### config.mk
export PLATFORM = sky130hd
export DESIGN_NAME = coinc_win_flat
export DESIGN_NICKNAME = d
export VERILOG_FILES = /design/src/rtl/coinc_win_if.sv /design/src/rtl/coinc_win.sv /design/src/flat_wrapper.sv
export SDC_FILE = /design/constraint.sdc
export NUM_CORES = 1
export LEC_CHECK = 0
export BUFFER_PORTS_ARGS = -buffer_cell sky130_fd_sc_hd__buf_2
export CAP_MARGIN = 10
export CORE_ASPECT_RATIO = 1.4
export CORE_MARGIN = 8
export CORE_UTILIZATION = 23
export CTS_CLUSTER_DIAMETER = 50
export CTS_CLUSTER_SIZE = 24
export DETAILED_ROUTE_END_ITERATION = 10
export PLACE_DENSITY = 0.51
export RECOVER_POWER = 100
export SLEW_MARGIN = 20
export SYNTH_ARGS = -nofsm -noshare
export SYNTH_HDL_FRONTEND = slang
export SYNTH_SLANG_ARGS = --single-unit
### constraint.sdc
create_clock -name clk -period 2.5 [get_ports clk]
set_input_delay 0.125 -clock clk [delete_from_list [all_inputs] [get_ports clk]]
set_output_delay 0.125 -clock clk [all_outputs]
set_load 0.01 [all_outputs]
### src/rtl/coinc_win_if.sv
// Bus bundle for coinc_win: single inputs, pair mask, counter clear and all
// coincidence responses and counters.
interface coinc_win_if #(
    parameter int NCH = 4
);
    logic                 en;
    logic [NCH-1:0]       singleA;
    logic [NCH-1:0]       singleB;
    logic [NCH*NCH-1:0]   pairmask;
    logic                 cnt_clr;
    logic [NCH-1:0]       pcoincA;
    logic [NCH-1:0]       ncoincA;
    logic [NCH-1:0]       dcoincA;
    logic [NCH-1:0]       pcoincB;
    logic [NCH-1:0]       ncoincB;
    logic [NCH-1:0]       dcoincB;
    logic [15:0]          npcoinc;
    logic [15:0]          nncoinc;

    modport master (
        output en, singleA, singleB, pairmask, cnt_clr,
        input  pcoincA, ncoincA, dcoincA, pcoincB, ncoincB, dcoincB,
        input  npcoinc, nncoinc
    );

    modport slave (
        input  en, singleA, singleB, pairmask, cnt_clr,
        output pcoincA, ncoincA, dcoincA, pcoincB, ncoincB, dcoincB,
        output npcoinc, nncoinc
    );
endinterface

### src/rtl/coinc_win.sv
// A/B cable coincidence window with prompt/none responses and saturating counters.
// Define COINC_WIN_DCOIN_EN to add the delayed-window (accidental) coincidence path.
module coinc_win #(
    parameter int NCH     = 4,
    parameter int HALFWIN = 1,
    parameter int DLY     = 8
) (
    input  logic       clk,
    input  logic       rst_n,
    coinc_win_if.slave bus
);
    localparam int WIN = 2 * HALFWIN + 1;
`ifdef COINC_WIN_DCOIN_EN
    localparam bit DCOIN = 1'b1;
`else
    localparam bit DCOIN = 1'b0;
`endif
    localparam int DEPTH = WIN + (DCOIN ? DLY : 0);

    logic [DEPTH-1:0] sh_a [NCH];
    logic [DEPTH-1:0] sh_b [NCH];
    logic [NCH-1:0]   ctr_a, ctr_b;
    logic [NCH-1:0]   pm_a, pm_b;
    logic [NCH-1:0]   p_a, n_a, p_b, n_b;
    logic [15:0]      np_cnt, nn_cnt;
`ifdef COINC_WIN_DCOIN_EN
    logic [NCH-1:0]   dm_a, dm_b;
    logic [NCH-1:0]   d_a, d_b;
`endif

    function automatic logic [DEPTH-1:0] shift_in(input logic [DEPTH-1:0] r, input logic b);
        logic [DEPTH-1:0] t;
        t    = r << 1;
        t[0] = b;
        return t;
    endfunction

    function automatic logic [15:0] sat_add(input logic [15:0] c, input logic [NCH-1:0] v);
        logic [16:0] s;
        s = {1'b0, c};
        for (int unsigned k = 0; k < NCH; k++) s = s + 17'(v[k]);
        return s[16] ? 16'hFFFF : s[15:0];
    endfunction

    always_ff @(posedge clk or negedge rst_n) begin
        if (!rst_n) begin
            for (int unsigned i = 0; i < NCH; i++) begin
                sh_a[i] <= '0;
                sh_b[i] <= '0;
            end
        end else begin
            for (int unsigned i = 0; i < NCH; i++) begin
                sh_a[i] <= shift_in(sh_a[i], bus.singleA[i] & bus.en);
                sh_b[i] <= shift_in(sh_b[i], bus.singleB[i] & bus.en);
            end
        end
    end

    // A mask bit gates the pair in both directions and for both windows.
    always_comb begin
        ctr_a = '0;
        ctr_b = '0;
        pm_a  = '0;
        pm_b  = '0;
`ifdef COINC_WIN_DCOIN_EN
        dm_a  = '0;
        dm_b  = '0;
`endif
        for (int unsigned i = 0; i < NCH; i++) begin
            ctr_a[i] = sh_a[i][HALFWIN];
            ctr_b[i] = sh_b[i][HALFWIN];
            for (int unsigned j = 0; j < NCH; j++) begin
                if (bus.pairmask[i*NCH + j]) begin
                    pm_a[i] = pm_a[i] | (|sh_b[j][WIN-1:0]);
                    pm_b[j] = pm_b[j] | (|sh_a[i][WIN-1:0]);
`ifdef COINC_WIN_DCOIN_EN
                    dm_a[i] = dm_a[i] | (|sh_b[j][DLY+WIN-1:DLY]);
                    dm_b[j] = dm_b[j] | (|sh_a[i][DLY+WIN-1:DLY]);
`endif
                end
            end
        end
    end

    always_ff @(posedge clk or negedge rst_n) begin
        if (!rst_n) begin
            p_a <= '0;
            n_a <= '0;
            p_b <= '0;
            n_b <= '0;
`ifdef COINC_WIN_DCOIN_EN
            d_a <= '0;
            d_b <= '0;
`endif
        end else begin
            p_a <= ctr_a & pm_a;
            p_b <= ctr_b & pm_b;
`ifdef COINC_WIN_DCOIN_EN
            d_a <= ctr_a & ~pm_a & dm_a;
            d_b <= ctr_b & ~pm_b & dm_b;
            n_a <= ctr_a & ~pm_a & ~dm_a;
            n_b <= ctr_b & ~pm_b & ~dm_b;
`else
            n_a <= ctr_a & ~pm_a;
            n_b <= ctr_b & ~pm_b;
`endif
        end
    end

    // Clear wins over a coincident increment.
    always_ff @(posedge clk or negedge rst_n) begin
        if (!rst_n) begin
            np_cnt <= '0;
            nn_cnt <= '0;
        end else if (bus.cnt_clr) begin
            np_cnt <= '0;
            nn_cnt <= '0;
        end else begin
            np_cnt <= sat_add(np_cnt, p_a);
            nn_cnt <= sat_add(nn_cnt, n_a);
        end
    end

    assign bus.pcoincA = p_a;
    assign bus.ncoincA = n_a;
    assign bus.pcoincB = p_b;
    assign bus.ncoincB = n_b;
`ifdef COINC_WIN_DCOIN_EN
    assign bus.dcoincA = d_a;
    assign bus.dcoincB = d_b;
`else
    assign bus.dcoincA = '0;
    assign bus.dcoincB = '0;
`endif
    assign bus.npcoinc = np_cnt;
    assign bus.nncoinc = nn_cnt;
endmodule

### src/flat_wrapper.sv
// flat-port wrapper written by rule: the top's interface ports become plain ports
module coinc_win_flat 
#(
    parameter int NCH     = 4,
    parameter int HALFWIN = 1,
    parameter int DLY     = 8
)
  (clk, rst_n, bus_en, bus_singleA, bus_singleB, bus_pairmask, bus_cnt_clr, bus_pcoincA, bus_ncoincA, bus_dcoincA, bus_pcoincB, bus_ncoincB, bus_dcoincB, bus_npcoinc, bus_nncoinc);
  coinc_win_if #(.NCH(NCH)) bus_i ();
  input  logic clk;
  input  logic rst_n;
  input wire logic [$bits(bus_i.en)-1:0] bus_en;
  input wire logic [$bits(bus_i.singleA)-1:0] bus_singleA;
  input wire logic [$bits(bus_i.singleB)-1:0] bus_singleB;
  input wire logic [$bits(bus_i.pairmask)-1:0] bus_pairmask;
  input wire logic [$bits(bus_i.cnt_clr)-1:0] bus_cnt_clr;
  output wire logic [$bits(bus_i.pcoincA)-1:0] bus_pcoincA;
  output wire logic [$bits(bus_i.ncoincA)-1:0] bus_ncoincA;
  output wire logic [$bits(bus_i.dcoincA)-1:0] bus_dcoincA;
  output wire logic [$bits(bus_i.pcoincB)-1:0] bus_pcoincB;
  output wire logic [$bits(bus_i.ncoincB)-1:0] bus_ncoincB;
  output wire logic [$bits(bus_i.dcoincB)-1:0] bus_dcoincB;
  output wire logic [$bits(bus_i.npcoinc)-1:0] bus_npcoinc;
  output wire logic [$bits(bus_i.nncoinc)-1:0] bus_nncoinc;
  assign bus_i.en = bus_en;
  assign bus_i.singleA = bus_singleA;
  assign bus_i.singleB = bus_singleB;
  assign bus_i.pairmask = bus_pairmask;
  assign bus_i.cnt_clr = bus_cnt_clr;
  assign bus_pcoincA = bus_i.pcoincA;
  assign bus_ncoincA = bus_i.ncoincA;
  assign bus_dcoincA = bus_i.dcoincA;
  assign bus_pcoincB = bus_i.pcoincB;
  assign bus_ncoincB = bus_i.ncoincB;
  assign bus_dcoincB = bus_i.dcoincB;
  assign bus_npcoinc = bus_i.npcoinc;
  assign bus_nncoinc = bus_i.nncoinc;
  coinc_win #(.NCH(NCH), .HALFWIN(HALFWIN), .DLY(DLY)) u_core (.clk(clk), .rst_n(rst_n), .bus(bus_i));
endmodule
==> flow_metrics.tcl <==
set metrics [dict create \
    status "complete, but fails checks" \
    violations "max-capacitance violations, max-slew violations" \
    slew_headroom -0.0388 \
    clk_latency_ps 330 \
    pre_cts_ws_ps -122 \
    ir_drop_uv 244 \
    yosys.area.top_type "dfrtp_1" \
    start_util 0.232 \
    port_buffers 75 \
    fin_ws_ps 17.8 \
    hold_violations 0 \
    setup_tns_ps 0 \
    n_antenna_cell 0 \
    p_leak_uw 0.00202 \
    synth_top_area_frac 0.546 \
    clkPwrFrac 0.477 \
    drt-initial-drc-count 114 \
    yosys_register_bits 72 \
    cp_max_fo 4 \
    synth_area_sq_mm 0.00330 \
    power_uw 3050 \
    io_pins 84 \
    grt_pass1_vias 2702 \
    p_sw_frac 0.235 \
    holdWs_ps 10.7 \
    drc 0 \
    cts_sinks 72 \
    routed_wl_um 8940 \
    fp.coreArea_sq_mm 0.0142 \
    cp_data_required_time_ps 2680 \
    period_minus_slack_ps 2480 \
    drv_slew 26 \
    fin_crit_sh 0.993 \
    grt_usage 0.101 \
    nNetsFinal 419 \
    ant_nets 0 \
    clockBufferDepth 2 \
    grt_pass1_wl_um 14300 \
    grt_antenna_before_repair 0 \
    yosysWarnings 0 \
    final-seq-area_sq_mm 0.00180 \
    startpoint_type "register" \
    synth_cell_types 51 \
    p_per_area_mw_per_mm2 698 \
    firstDrtPassIters 4 \
    overflow 0 \
    synth.top_cells.by_area "dfrtp_1 (55%), fa_1 (3.6%), a22oi_1 (3.6%)" \
    rsz0062_at_grt "yes" \
    synthCells 282 \
    cp.arrival_ps 2660 \
    pwr-share-comb 0.108 \
    grt_max_degree 48 \
    htreeDepth 3 \
    areaGrowthSynthToFinish_pct 32.4 \
    synthArstFlopShare 1.00 \
    switching_power_uw 716 \
    setup_violations 0 \
    cts_tree "done" \
    worst_pin_slew_ps 1560 \
    num_vias 2512 \
    skew_ps 4.49 \
    wl_per_cell_um 15.5 \
    pwr-share-seq 0.415 \
    die_area_sq_mm 0.0185 \
    cts_root_buffer "clkbuf_16" \
    critPathKind "reg2reg" \
    final_layout_size_suffix_gt1_frac 0.253 \
    via_per_inst 4.35 \
    max_clock_freq_mhz 403 \
    min_path_type "in2reg" \
    maxCapViolations 1 \
    nFillCells 1488 \
    gp_congestion 0.784 \
    synth_edf_count 0 \
    die_h_um 158 \
    synth-seq-area-share 0.546 \
    hpwl_um 6660 \
    end_kind "register" \
    multiInputGateArea_sq_mm 0.00143 \
    clkSlewWorstSetupHoldPaths_ps 60 \
    cts_buffers 9 \
    rows 52 \
    die_x_um 117 \
    avgSynthCellArea_sq_um 11.7 \
    p_int_uw 2330 \
    ys.flop_type "dfrtp_1" \
]
state kept, by name, summed over array words and instances (netlist names), 8 cells and up:
register,count
u_core.bus.npcoinc,16
u_core.sh_b,8
u_core.sh_a,8
u_core.bus.nncoinc,16
final timing paths:
path / to / slack [ps] / startpoint / cells past startpoint
worst min register to register: u_core.ctr_a[2] / 360 / u_core.sh_a[3] / 0
max in group asynchronous: u_core.bus.ncoincB[2] / 840 / rst_n / 3
worst min-delay path: u_core.sh_a[3] / 10 / bus_singleA[2] / 2
worst max register to register: u_core.bus.npcoinc[12] / 20 / u_core.bus.npcoinc[0] / 10
min in group asynchronous: u_core.bus.nncoinc[14] / 720 / rst_n / 2
worst max-delay path: u_core.bus.npcoinc[12] / 20 / u_core.bus.npcoinc[0] / 10
power by group through the flow:
stage / clock [uW] / combinational, uW / sequential [uW]
after global placement: 0 / 315 / 1280
after global routing: 1540 / 377 / 1270
after floorplan: 0 / 156 / 1290
after detailed placement: 0 / 317 / 1290
final: 1450 / 329 / 1260
after CTS: 1500 / 339 / 1260
through the flow:
stage          instances  area [sq um]   util
2_1_floorplan        289          3330      -
3_3_place_gp         550          3950  0.277
3_5_place_dp         550          3950  0.277
4_1_cts              576          4390  0.308
5_1_grt              577          4370  0.307
6_report             577          4370  0.307
critical path: stages, from the launching register on:
cell     delay, ps
dfrtp_1        400
fa_1           550
inv_2           40
fa_2           350
inv_2           60
fa_2           230
nand4_4        150
nor3_4         210
buf_6          150
and3_4         180
nor3_2          30
cells by family after synthesis:
group | after synthesis | share of synthesized area
simple gates | 84 | 0.160
xor+xnor | 16 | 0.0425
buf+inv | 29 | 0.0451
fa+ha+maj | 8 | 0.0440
mux | 4 | 0.0125
other cells | 1 | 0.00114
flops | 72 | 0.546
compound gates | 68 | 0.149
layer usage:
| metal | share of wire | global-route usage | vias to the layer above | wire (um) |
|---|---|---|---|---|
| li1 | - | - | 1204 | - |
| met1 | 0.43 | 0.123 | 1227 | 3820 |
| met2 | 0.50 | 0.165 | 72 | 4500 |
| met3 | 0.053 | 0.0206 | 9 | 477 |
| met4 | 0.016 | 0.0520 | 0 | 141 |
| met5 | 0 | 0 | - | 0 |
cells in the final DEF (no fill, tap or decap), types with 4 or more instances in the layout:
cell type / instances
clkbuf_1: 43
buf_2: 33
nor2b_1: 4
a22oi_1: 16
dlygate4sd3_1: 4
nand2_1: 6
fa_2: 4
and3_1: 12
a21oi_1: 12
dfrtp_1: 72
a21boi_1: 8
clkbuf_16: 9
o21ai_0: 7
nand4_1: 6
buf_4: 13
conb_1: 8
nand3_1: 7
xnor2_1: 5
xor2_1: 10
nor2_1: 8
and2_1: 5
inv_1: 12
a21oi_2: 8
or3_1: 8
and2_0: 5
final cells by class:
cell class                      instances  share of cell area
Multi-Input combinational cell        189               0.327
Clock buffer                           10              0.0524
Tap cell                              189              0.0541
Clock inverter                          6              0.0246
Inverter                               15              0.0129
Timing Repair Buffer                   96               0.117
Sequential cell                        72               0.412
synthesized netlist by cell type, types with 2 or more instances:
cell type,instances
buf_1,2
o211ai_1,3
and2_1,10
buf_4,8
a21oi_1,13
mux2i_1,3
nor2_1,9
nand2_1,6
a31oi_1,2
and4_1,4
a21boi_1,8
nand3_2,2
buf_2,2
xor2_1,10
nand4_1,6
nand3_1,7
a2111oi_2,2
a21oi_2,7
ha_1,2
inv_1,15
a22oi_1,16
o2111ai_1,3
fa_1,6
nor3_1,4
xnor2_1,6
and3_1,13
nor2b_1,4
o21ai_0,8
or3_1,8
dfrtp_1,72
timing repair:
item,CTS,global route
hold buffers,4,0
pin swaps,10,9
resized for setup,9,7
cloned,1,0
setup endpoints to repair,19,27
hold endpoints to repair,28,0
buffers inserted,5,1
(Power assumes the default switching activity.)
